--- config.mk ---
export PLATFORM = sky130hd
export DESIGN_NAME = mac_stream_ctrl
export DESIGN_NICKNAME = d
export VERILOG_FILES = /design/src/rtl/mac_stream_ctrl.sv
export SDC_FILE = /design/constraint.sdc
export NUM_CORES = 1
export LEC_CHECK = 0
export CORE_UTILIZATION = 40
export CTS_BUF_LIST = sky130_fd_sc_hd__clkbuf_16
export DETAILED_ROUTE_END_ITERATION = 10
export SYNTH_ARGS = -nofsm -noshare
export SYNTH_HDL_FRONTEND = slang
export SYNTH_SLANG_ARGS = --single-unit
--- constraint.sdc ---
create_clock -name clk -period 10.9 [get_ports clk]
set_input_delay 2.725 -clock clk [delete_from_list [all_inputs] [get_ports clk]]
set_output_delay 2.725 -clock clk [all_outputs]
set_load 0.01 [all_outputs]
--- src/rtl/mac_stream_ctrl.sv ---
// mac_stream_ctrl: sequences an N_TAPS-long dot product onto an external accumulator.
// Latency: m_TVALID rises 3 clock edges after the last-tap sample handshake.
// Backpressure: s_TREADY is low in DRAIN/HOLD; a result is held stable until m_TREADY.
//
// Ports:
//   clk, reset                         single clock, asynchronous active-high reset
//   s_TDATA/s_TVALID/s_TREADY          16-bit unsigned sample stream in
//   k_wr_en/k_wr_addr/k_wr_data        coefficient RAM write port (any state)
//   bias_wr_en/bias_wr_data            bias register write port
//   i_TDATA/k_TDATA/b_TDATA            operands to the accumulator (sample, coef, bias)
//   r1_enable/enable/m_enable          accumulator controls: product load, accumulate, bias select
//   acc_TDATA                          accumulator result, captured at the end of DRAIN
//   m_TDATA/m_TVALID/m_TREADY          32-bit result stream out
module mac_stream_ctrl #(
  parameter int N_TAPS = 8
) (
  input  logic                      clk,
  input  logic                      reset,
  input  logic [15:0]               s_TDATA,
  input  logic                      s_TVALID,
  output logic                      s_TREADY,
  input  logic                      k_wr_en,
  input  logic [$clog2(N_TAPS)-1:0] k_wr_addr,
  input  logic [15:0]               k_wr_data,
  input  logic                      bias_wr_en,
  input  logic [15:0]               bias_wr_data,
  output logic [15:0]               i_TDATA,
  output logic [15:0]               k_TDATA,
  output logic [15:0]               b_TDATA,
  output logic                      r1_enable,
  output logic                      enable,
  output logic                      m_enable,
  input  logic [31:0]               acc_TDATA,
  output logic [31:0]               m_TDATA,
  output logic                      m_TVALID,
  input  logic                      m_TREADY
);

  localparam int TW = $clog2(N_TAPS);
  localparam logic [TW-1:0] LP_LAST_TAP = TW'(N_TAPS - 1);
  // Third DRAIN edge: product load (E1), accumulate (E2), capture (E3).
  localparam logic [1:0] LP_DRAIN_LAST = 2'd2;

  typedef enum logic [1:0] {
    ST_IDLE  = 2'd0,
    ST_RUN   = 2'd1,
    ST_DRAIN = 2'd2,
    ST_HOLD  = 2'd3
  } state_t;

  state_t          r_state;
  state_t          w_state_nxt;
  logic [TW-1:0]   r_tap;
  logic [1:0]      r_drain_cnt;
  logic [15:0]     r_coef [N_TAPS];
  logic [15:0]     r_bias;
  logic            r_s_tready;
  logic [15:0]     r_i_tdata;
  logic [15:0]     r_k_tdata;
  logic            r_r1_enable;
  logic            r_r1_tap0;    // product currently loading belongs to tap 0
  logic            r_enable;
  logic            r_m_enable;
  logic [31:0]     r_m_tdata;
  logic            r_m_tvalid;

  logic            w_accept;
  logic            w_capture;
  logic            w_m_hs;

  assign w_accept  = s_TVALID && r_s_tready;
  assign w_capture = (r_state == ST_DRAIN) && (r_drain_cnt == LP_DRAIN_LAST);
  assign w_m_hs    = r_m_tvalid && m_TREADY;

  always_comb begin
    w_state_nxt = r_state;
    case (r_state)
      ST_IDLE:  if (w_accept) w_state_nxt = ST_RUN;
      ST_RUN:   if (w_accept && (r_tap == LP_LAST_TAP)) w_state_nxt = ST_DRAIN;
      ST_DRAIN: if (w_capture) w_state_nxt = ST_HOLD;
      ST_HOLD:  if (w_m_hs) w_state_nxt = ST_IDLE;
      default:  w_state_nxt = ST_IDLE;
    endcase
  end

  always_ff @(posedge clk or posedge reset) begin
    if (reset) begin
      r_state     <= ST_IDLE;
      r_tap       <= '0;
      r_drain_cnt <= '0;
      r_s_tready  <= 1'b0;
    end else begin
      r_state <= w_state_nxt;
      // Ready is registered from the next state so it is a clean flop output
      // that is low during reset and rises on the first edge after it.
      r_s_tready <= (w_state_nxt == ST_IDLE) || (w_state_nxt == ST_RUN);
      if (w_accept) begin
        r_tap <= (r_tap == LP_LAST_TAP) ? '0 : r_tap + TW'(1);
      end
      if (r_state == ST_DRAIN) begin
        r_drain_cnt <= r_drain_cnt + 2'd1;
      end else begin
        r_drain_cnt <= '0;
      end
    end
  end

  // Coefficient and bias storage; writes are accepted in every state.
  always_ff @(posedge clk or posedge reset) begin
    if (reset) begin
      for (int i = 0; i < N_TAPS; i++) begin
        r_coef[i] <= '0;
      end
      r_bias <= '0;
    end else begin
      if (k_wr_en && (int'(k_wr_addr) < N_TAPS)) begin
        r_coef[k_wr_addr] <= k_wr_data;
      end
      if (bias_wr_en) begin
        r_bias <= bias_wr_data;
      end
    end
  end

  // Operand/control pipeline towards the accumulator.
  always_ff @(posedge clk or posedge reset) begin
    if (reset) begin
      r_i_tdata   <= '0;
      r_k_tdata   <= '0;
      r_r1_enable <= 1'b0;
      r_r1_tap0   <= 1'b0;
      r_enable    <= 1'b0;
      r_m_enable  <= 1'b0;
    end else begin
      r_r1_enable <= w_accept;
      r_r1_tap0   <= w_accept && (r_tap == '0);
      if (w_accept) begin
        r_i_tdata <= s_TDATA;
        // Nonblocking read: a coefficient write on this same edge is not seen.
        r_k_tdata <= r_coef[r_tap];
      end
      r_enable   <= r_r1_enable;
      r_m_enable <= r_r1_enable && r_r1_tap0;
    end
  end

  // Result capture and hold.
  always_ff @(posedge clk or posedge reset) begin
    if (reset) begin
      r_m_tdata  <= '0;
      r_m_tvalid <= 1'b0;
    end else if (w_capture) begin
      r_m_tdata  <= acc_TDATA;
      r_m_tvalid <= 1'b1;
    end else if (w_m_hs) begin
      r_m_tvalid <= 1'b0;
    end
  end

  assign s_TREADY  = r_s_tready;
  assign i_TDATA   = r_i_tdata;
  assign k_TDATA   = r_k_tdata;
  assign b_TDATA   = r_bias;
  assign r1_enable = r_r1_enable;
  assign enable    = r_enable;
  assign m_enable  = r_m_enable;
  assign m_TDATA   = r_m_tdata;
  assign m_TVALID  = r_m_tvalid;

endmodule
Word level (Yosys, flattened, before mapping)
Cells that the tools add are included.
{"block": "word_totals", "reg_bits": 221, "latchBits": 0, "ram_bits": 0, "rom_bits": 0, "output_inout_bits": 85, "memories": 0}
{"block": "classes", "addsub": 2, "n_mul": 0, "div_mod_pow": 0, "order_cmp": 3, "n_eq_ne": 6, "n_shift": 0, "muxes": 15, "n_bitwise": 2, "reduce_logical": 12}
{"op": "bitwise mux 128 bit", "n": 1}
{"op": "binary-select mux 16 bit (select 3 bit)", "n": 1}
{"op": "demux 16 bit (select 3 bit)", "n": 1}
{"op": "2-to-1 mux 16 bit", "n": 3}
{"op": "2-to-1 mux 2 bit", "n": 5}
{"op": "greater-or-equal comparator 4 bit, second input constant", "n": 2}
{"op": "NOT 3 -> 4 bit", "n": 2}
{"op": "case mux 2 bit (4 select lines)", "n": 1}
{"op": "logical AND 1 bit", "n": 7}
{"op": "equality test 2 bit, second input constant", "n": 3}
{"op": "equality test 2 x 1 -> 1 bit, second input constant", "n": 2}
{"op": "logical NOT 2 bit", "n": 2}
{"op": "< comparator 4 x 1 -> 1 bit, second input constant", "n": 1}
{"op": "adder 3 x 1 -> 3 bit, second input constant", "n": 1}
{"op": "equality test 3 bit, second input constant", "n": 1}
{"op": "logical NOT 3 bit", "n": 1}
{"op": "2-to-1 mux 3 bit", "n": 1}
{"op": "adder 2 x 1 -> 2 bit, second input constant", "n": 1}
{"op": "2-to-1 mux 1 bit", "n": 2}
{"op": "nonzero test 2 bit", "n": 1}
{"op": "logical OR 1 bit", "n": 1}

Logic depth before layout (Yosys ltp)
Gate-level depths: netlist of run 1.
{"block": "logic_depth", "depth_word": 6, "mapped_depth": 7}

Worst setup path before layout of run 1
OpenSTA, ideal clock, no wires.
{"block": "synth_path", "path_type": "input to register", "start": "input port k_wr_addr[1]", "end": "register r_coef[100] (netlist bit)", "arrival_ns": 3.849, "required_ns": 10.775, "path_slack_ns": 6.926, "stages": 5, "path_cell_list": "buf_6 nand2b_4 nor3b_4 buf_8 mux2_2"}
{"block": "synth_via", "elab_chain_len": 6, "elab_cells_between_ends": 7, "cone_classes": "2 x order compare; 3 x mux; 1 x bitwise; 1 x reduce/logical"}
{"item": "from (decl)", "line_no": "23", "source": "input logic [$clog2(N_TAPS)-1:0] k_wr_addr,"}
{"item": "NOT 3 -> 4 bit (not written as such) (*)", "line_no": "117", "source": "r_coef[k_wr_addr] <= k_wr_data;"}
{"item": "greater-or-equal comparator 4 bit (not written as such) / < comparator 4 x 1 -> 1 bit (equally long branches)", "line_no": "117"}
{"item": "logical AND 1 bit (not written as such)", "line_no": "117"}
{"item": "2-to-1 mux 16 bit (not written as such)", "line_no": "117"}
{"item": "demux 16 bit (select 3 bit) (*)", "line_no": "117"}
{"item": "bitwise mux 128 bit (*)", "line_no": "117"}
{"item": "to (signal, indexed assignment)", "line_no": "117"}
{"item": "to (decl)", "line_no": "55", "source": "logic [15:0] r_coef [N_TAPS];"}
Mark *: on every way between the ends. The rest lies on a longest branch, timed or not.
A chain may end at the register's enable or synchronous reset.

Worst setup path in the final report of run 1
{"block": "layout_path", "start": "input port k_wr_addr[0]", "end": "register r_coef[96] (netlist bit)"}
The elaborated chain is that of the path after synthesis.

==> reports/summary.txt, run 1 <==
Status -> completed
FP Rows -> 55
Crit Path Class -> in -> reg
Area Growth Syn to Fin -> 29.0%
HPWL Detailed -> 13.0 mm
Crit path max-delay family -> simple AND/OR/NAND/NOR gates
H-tree depth -> 1
# resized after CTS -> 0
Clock buffer depth -> 3
Remaining global-route overflow -> 0
Power Total -> 2960 uW
Power per cell area -> 245 nW/um2
Post-Layout Cell Count -> 1122
GPL Wtd Cong -> 0.735
CTS tree -> yes
Largest net degree at the start of global routing -> 148
CP Buf/Inv Count -> 1
Leakage -> 0.00517 uW
CP Cell Sequence -> clkdlybuf4s50_1 > nor3b_4 > mux2_2
Crit path DAT -> 4.89 ns
Initial antenna violation count -> 0
First-pass GRT wire length -> 34.1 mm
Die W -> 155 um
Setup crit end -> r_coef[96]$_DFFE_PP0P_
Vias per cell -> 5.12
RSZ-0062 raised after global routing -> false
Post-synthesis average cell area -> 15.1 um2
Async S/R FF share, synth -> 1.00
Setup TNS -> 0 ns
Post-Syn Area -> 9380 um2
Cell depth of the worst setup path -> 3
Post-synthesis sequential area ratio -> 0.590
Die area -> 24100 um2
Inst Count DP -> 1077
Clock Skews -> 0.0124 ns
Critical R2R Capture -> r_state[0]$_DFF_PP0_
DR vias -> 5747
I/O pins -> 174
All-Layer GR Usage -> 0.181
Top_reg_cell synth -> dfrtp_1
Total Nets Final -> 884
Detail Route Antenna Nets -> 0
Fraction of layout cells with a size suffix above 1 -> 0.344
Final Hold Fails -> 0
Worst setup EP type -> flip-flop
Slew HR -> 0.258
Vias in the first global route -> 6372
DRC viols -> 0
Max-Cap Viols -> 0
Floorplan core area -> 22800 um2
Post-synth EDFFs -> 0
Tcrit/Tclk final -> 0.413
Min cycle time layout -> 4.50 ns
WL/cell -> 18.7 um
Buffers on Ports -> 173
# clock sinks -> 221
Worst r2r src -> r_tap[0]$_DFFE_PP0P_
Peak VDD IR -> 0.118 mV
Largest stage delay, worst path -> 0.94 ns
Worst-path clk slew -> 0.06 ns
Path category of the worst min-delay check -> reg -> reg
Yosys cell types -> 31
R2R depth -> 6
WL final -> 21.0 mm
Clk root buf -> clkbuf_16
TritonRoute pass-1 iters -> 4
Mapped Cells -> 622
R2R Setup Slk -> 8.80 ns
Worst-Skew Late Latency -> 0.51 ns
CP startpoint kind -> primary input
Setup violators final -> 0
Critical Path Start -> k_wr_addr[0]
Yosys reg bits -> 221
Synthesized net count -> 715
CTS buffer count -> 25
Drt initial violations -> 163
Worst-margin pin slew -> 1.11 ns
Synth warn -> 0
Worst EP required -> 11.29 ns
Hold_buf cts -> 0
Fillers -> 1981
DIE HEIGHT -> 155 um
Minimum hold slack -> 0.405 ns
Ant. Diodes -> 0
Worst path slowest cell -> nor3b_4
Post-CTS Setup Inserts -> 0
Max Slew Vio Count -> 0
Initial Util -> 0.411
Crit-path max FO -> 16
Achievable Freq -> 222 MHz
## synthesized netlist by cell type (2+ instances only)
cell type	count	share of area
inv_1	6	0.0024
a22o_1	16	0.015
o21ai_0	5	0.0027
ha_1	4	0.0053
dfrtp_1	221	0.59
nand4b_2	3	0.0048
nor3b_4	2	0.0040
clkbuf_1	8	0.0032
buf_2	16	0.0085
mux2i_1	32	0.034
o31ai_1	16	0.013
mux2_2	226	0.27
nand2b_1	2	0.0013
nand2_1	21	0.0084
o22ai_1	16	0.011
nor2_1	4	0.0016
buf_4	5	0.0040
buf_6	6	0.0072
## layer usage
| layer | vias up | routed length, um | track usage |
|---|---|---|---|
| met3 | 34 | 1630 | 0.0579 |
| met5 | - | 0 | 0 |
| met2 | 171 | 10000 | 0.302 |
| met1 | 2933 | 8790 | 0.225 |
| met4 | 0 | 486 | 0.0490 |
| li1 | 2609 | - | - |
## per-stage QoR
step | instance area, um2 | setup slack (ns) | util
2_1_floorplan | 9380 | 2.13 | -
5_1_grt | 12100 | 6.13 | 0.530
3_5_place_dp | 11300 | 5.83 | 0.496
4_1_cts | 12100 | 6.38 | 0.530
6_report | 12100 | 6.40 | 0.530
3_3_place_gp | 11300 | 5.88 | 0.496
## cell type report
| cell class | instances | area (um2) | share of cell area |
|---|---|---|---|
| clock buffer | 25 | 626 | 0.0517 |
| clock inverter | 20 | 143 | 0.0118 |
| inverter | 6 | 30.0 | 0.00248 |
| multi-input combinational | 359 | 3610 | 0.298 |
| sequential | 221 | 5530 | 0.457 |
| tap | 313 | 392 | 0.0324 |
| timing repair buffer | 178 | 1770 | 0.146 |
## cell families (layout without fill, tap and decap cells)
group,Yosys count,after routing,share of synthesized area
muxes,258,258,0.305
DFF,221,221,0.590
AOI/OAI and AO/OA,55,55,0.0427
and+or+nand+nor,42,42,0.0299
buffers and inverters,42,229,0.0269
adders and majority gates,4,4,0.00534
## worst min path at each step
stage | cells past startpoint | from | endpoint | slack, ns
2_1_floorplan | 1 | r_drain_cnt[0]$_DFF_PP0_ | r_drain_cnt[0]$_DFF_PP0_ | 0.40
3_3_place_gp | 0 | r1_enable$_DFF_PP0_ | enable$_DFF_PP0_ | 0.41
3_5_place_dp | 0 | r1_enable$_DFF_PP0_ | enable$_DFF_PP0_ | 0.41
4_1_cts | 0 | r1_enable$_DFF_PP0_ | enable$_DFF_PP0_ | 0.42
5_1_grt | 0 | r1_enable$_DFF_PP0_ | enable$_DFF_PP0_ | 0.44
6_report | 0 | r1_enable$_DFF_PP0_ | enable$_DFF_PP0_ | 0.40
## flip-flops by register name, summed over array words and instances, names as in the netlist
register / count
r_tap: 3
r_coef: 128
r_state: 2
r_r1_tap0: 1
m_TVALID: 1
s_TREADY: 1
m_TDATA: 32
r_drain_cnt: 2
k_TDATA: 16
r1_enable: 1
enable: 1
b_TDATA: 16
m_enable: 1
i_TDATA: 16
## report_power, final
group / switching [uW] / internal (uW)
clock: 318 / 462
combinational: 423 / 567
sequential: 134 / 1060
## cells in the final DEF, fill, tap and decap left out
cell type	instances
clkbuf_16	25
mux2_2	226
nand2_1	21
o21a_1	1
nor3b_4	2
nand4_2	1
ha_1	4
clkdlybuf4s50_1	173
nor3b_1	1
buf_4	5
mux2i_1	32
dfrtp_2	1
inv_8	1
dfrtp_1	220
nand3b_1	1
bufinv_16	2
nor3_4	2
o22ai_1	16
a22o_1	16
nand2b_4	1
inv_6	1
nor2b_2	1
nand3_1	1
nand2b_1	2
o211ai_1	1
nand4b_2	3
clkinvlp_4	1
clkinv_2	5
nor2_1	3
nand4_1	1
o31ai_1	16
inv_1	12
o21ai_0	5
nor2_2	1
and2_1	1
clkinv_1	4
No activity file was read; power rests on OpenSTA's default activity.
==> run 2: changes to the inputs <==
==> constraint.sdc (replaced) <==
create_clock -name clk -period 4.23 [get_ports clk]
set_input_delay 1.0575 -clock clk [delete_from_list [all_inputs] [get_ports clk]]
set_output_delay 1.0575 -clock clk [all_outputs]
set_load 0.01 [all_outputs]
==> run 2 against run 1 <==
Worst hold slack better by 0.021 ns. Cell count up 0.45%. Worst setup slack worse by 4.7 ns. Count of clock-buffer cells in the layout unchanged. Register-to-register slack worse by 6.9 ns. Total power grew to 2.5 times the previous value. Die area stayed put. Via count increased by 0.38%. Critical endpoint is now s_TREADY.
==> reports/summary.txt, run 2 (same netlist as run 1, synthesis figures left out) <==
First-pass GRT wire length -> 34.2 mm
Worst-path clk slew -> 0.06 ns
Remaining global-route overflow -> 0
Most frequent cells in the layout -> 226 x mux2_2, 220 x dfrtp_1, 173 x clkdlybuf4s50_1
Worst setup EP type -> output pin
# clock sinks -> 221
Setup violators final -> 0
RSZ-0062 raised after global routing -> false
CP startpoint kind -> flip-flop
Crit Path Class -> reg -> out
Leakage -> 0.00520 uW
Fraction of layout cells with a size suffix above 1 -> 0.349
Largest Register -> r_coef
Crit path DAT -> 1.47 ns
Power per cell area -> 622 nW/um2
CP Cell Sequence -> clkdlybuf4s50_1
Max Slew Vio Count -> 0
GPL Wtd Cong -> 0.763
DIE HEIGHT -> 155 um
Fin area -> 12100 um2
Tcrit/Tclk final -> 0.598
WL final -> 21.1 mm
Die area -> 24100 um2
Crit path max-delay family -> buffers and inverters
Largest stage delay, worst path -> 0.60 ns
Slew HR -> 0.335
TritonRoute pass-1 iters -> 4
Max FFs per register -> 128
All-Layer GR Usage -> 0.180
Max-Cap Viols -> 0
Hold_buf cts -> 0
Post-place instance area -> 11400 um2
Achievable Freq -> 395 MHz
CTS buffer count -> 25
Internal Pwr Total -> 5310 uW
Detail Route Antenna Nets -> 0
Buffers on Ports -> 173
Commonest non-fill, non-tap cell in the layout -> mux2_2
WL/cell -> 18.7 um
Setup TNS -> 0 ns
Fillers -> 1930
Final Hold Fails -> 0
Logic pwr share -> 0.330
H-tree depth -> 1
Worst EP required -> 3.17 ns
DRC viols -> 0
Worst path slowest cell -> clkdlybuf4s50_1
Drt initial violations -> 212
Die W -> 155 um
Sw Pwr -> 2240 uW
Switching fraction of total power -> 0.297
Clock power frac -> 0.254
FP Rows -> 55
Total Nets Final -> 893
Area Growth Syn to Fin -> 29.5%
# resized after CTS -> 0
Worst-margin pin slew -> 0.998 ns
DR vias -> 5769
CTS tree -> yes
Path category of the worst min-delay check -> reg -> reg
Vias per cell -> 5.12
Peak VDD IR -> 0.300 mV
Crit-path max FO -> 3
Clk root buf -> clkbuf_16
Min cycle time layout -> 2.53 ns
Post-CTS Setup Inserts -> 0
I/O pins -> 174
Seq pwr share -> 0.416
Largest net degree at the start of global routing -> 81
Initial antenna violation count -> 0
Vias in the first global route -> 6309
Clock Skews -> 0.00719 ns
HPWL Detailed -> 13.3 mm
CP Buf/Inv Count -> 1
Status -> completed
Worst-Skew Late Latency -> 0.50 ns
Initial Util -> 0.411
Clock buffer depth -> 3
Ant. Diodes -> 0
Floorplan core area -> 22800 um2
==> run 2: layer usage <==
metal	vias to the layer above	wire length, um	track usage
li1	2629	-	-
met1	2934	8930	0.227
met2	173	10200	0.302
met3	33	1460	0.0524
met4	0	513	0.0486
met5	-	0	0
==> run 2: final cells by class <==
type	instances	area [um2]	area share
clock inverter	16	92.6	0.00762
tap	313	392	0.0323
inverter	6	26.3	0.00216
sequential	221	5530	0.456
multi-input combinational	359	3600	0.297
timing repair buffer	187	1870	0.154
clock buffer	25	626	0.0515
==> run 2: worst paths after layout <==
path | slack (ns) | endpoint | startpoint | cells after the start
max | 1.70 | s_TREADY | s_TREADY$_DFF_PP0_ | 1
min | 0.43 | r_drain_cnt[0]$_DFF_PP0_ | r_drain_cnt[0]$_DFF_PP0_ | 1
max reg2reg | 1.87 | k_TDATA[8]$_DFFE_PP0P_ | r_tap[0]$_DFFE_PP0P_ | 4
min reg2reg | 0.43 | r_drain_cnt[0]$_DFF_PP0_ | r_drain_cnt[0]$_DFF_PP0_ | 1
max in group asynchronous | 2.26 | r_coef[6]$_DFFE_PP0P_ | reset | 3
min in group asynchronous | 1.10 | m_TDATA[2]$_DFFE_PP0P_ | reset | 2
==> run 2: worst register-to-register path, cell delays in order (launching register included) <==
cell and delay (ns):
dfrtp_2 0.89, buf_4 0.65, mux2_2 0.43, o22ai_1 0.16, o31ai_1 0.10
==> run 2: power groups by stage <==
stage               Clock (uW)  Sequential (uW)  Combinational, uW
finish                    1920             3140               2490
detailed placement           0             3170               2510
floorplan                    0             3170               1420
global route              2080             3230               2680
global placement             0             3130               2450
CTS                       1990             3140               2520
==> run 2: per-stage QoR <==
step	std cells	setup slack [ns]	hold slack, ns	total power [uW]	util
4_1_cts	1127	1.69	0.430	7650	0.531
3_5_place_dp	1086	1.31	0.419	5670	0.500
5_1_grt	1127	1.65	0.448	7990	0.531
6_report	1127	1.70	0.426	7550	0.531
3_3_place_gp	1086	1.37	0.407	5590	0.500
2_1_floorplan	622	0.290	0.403	4590	-
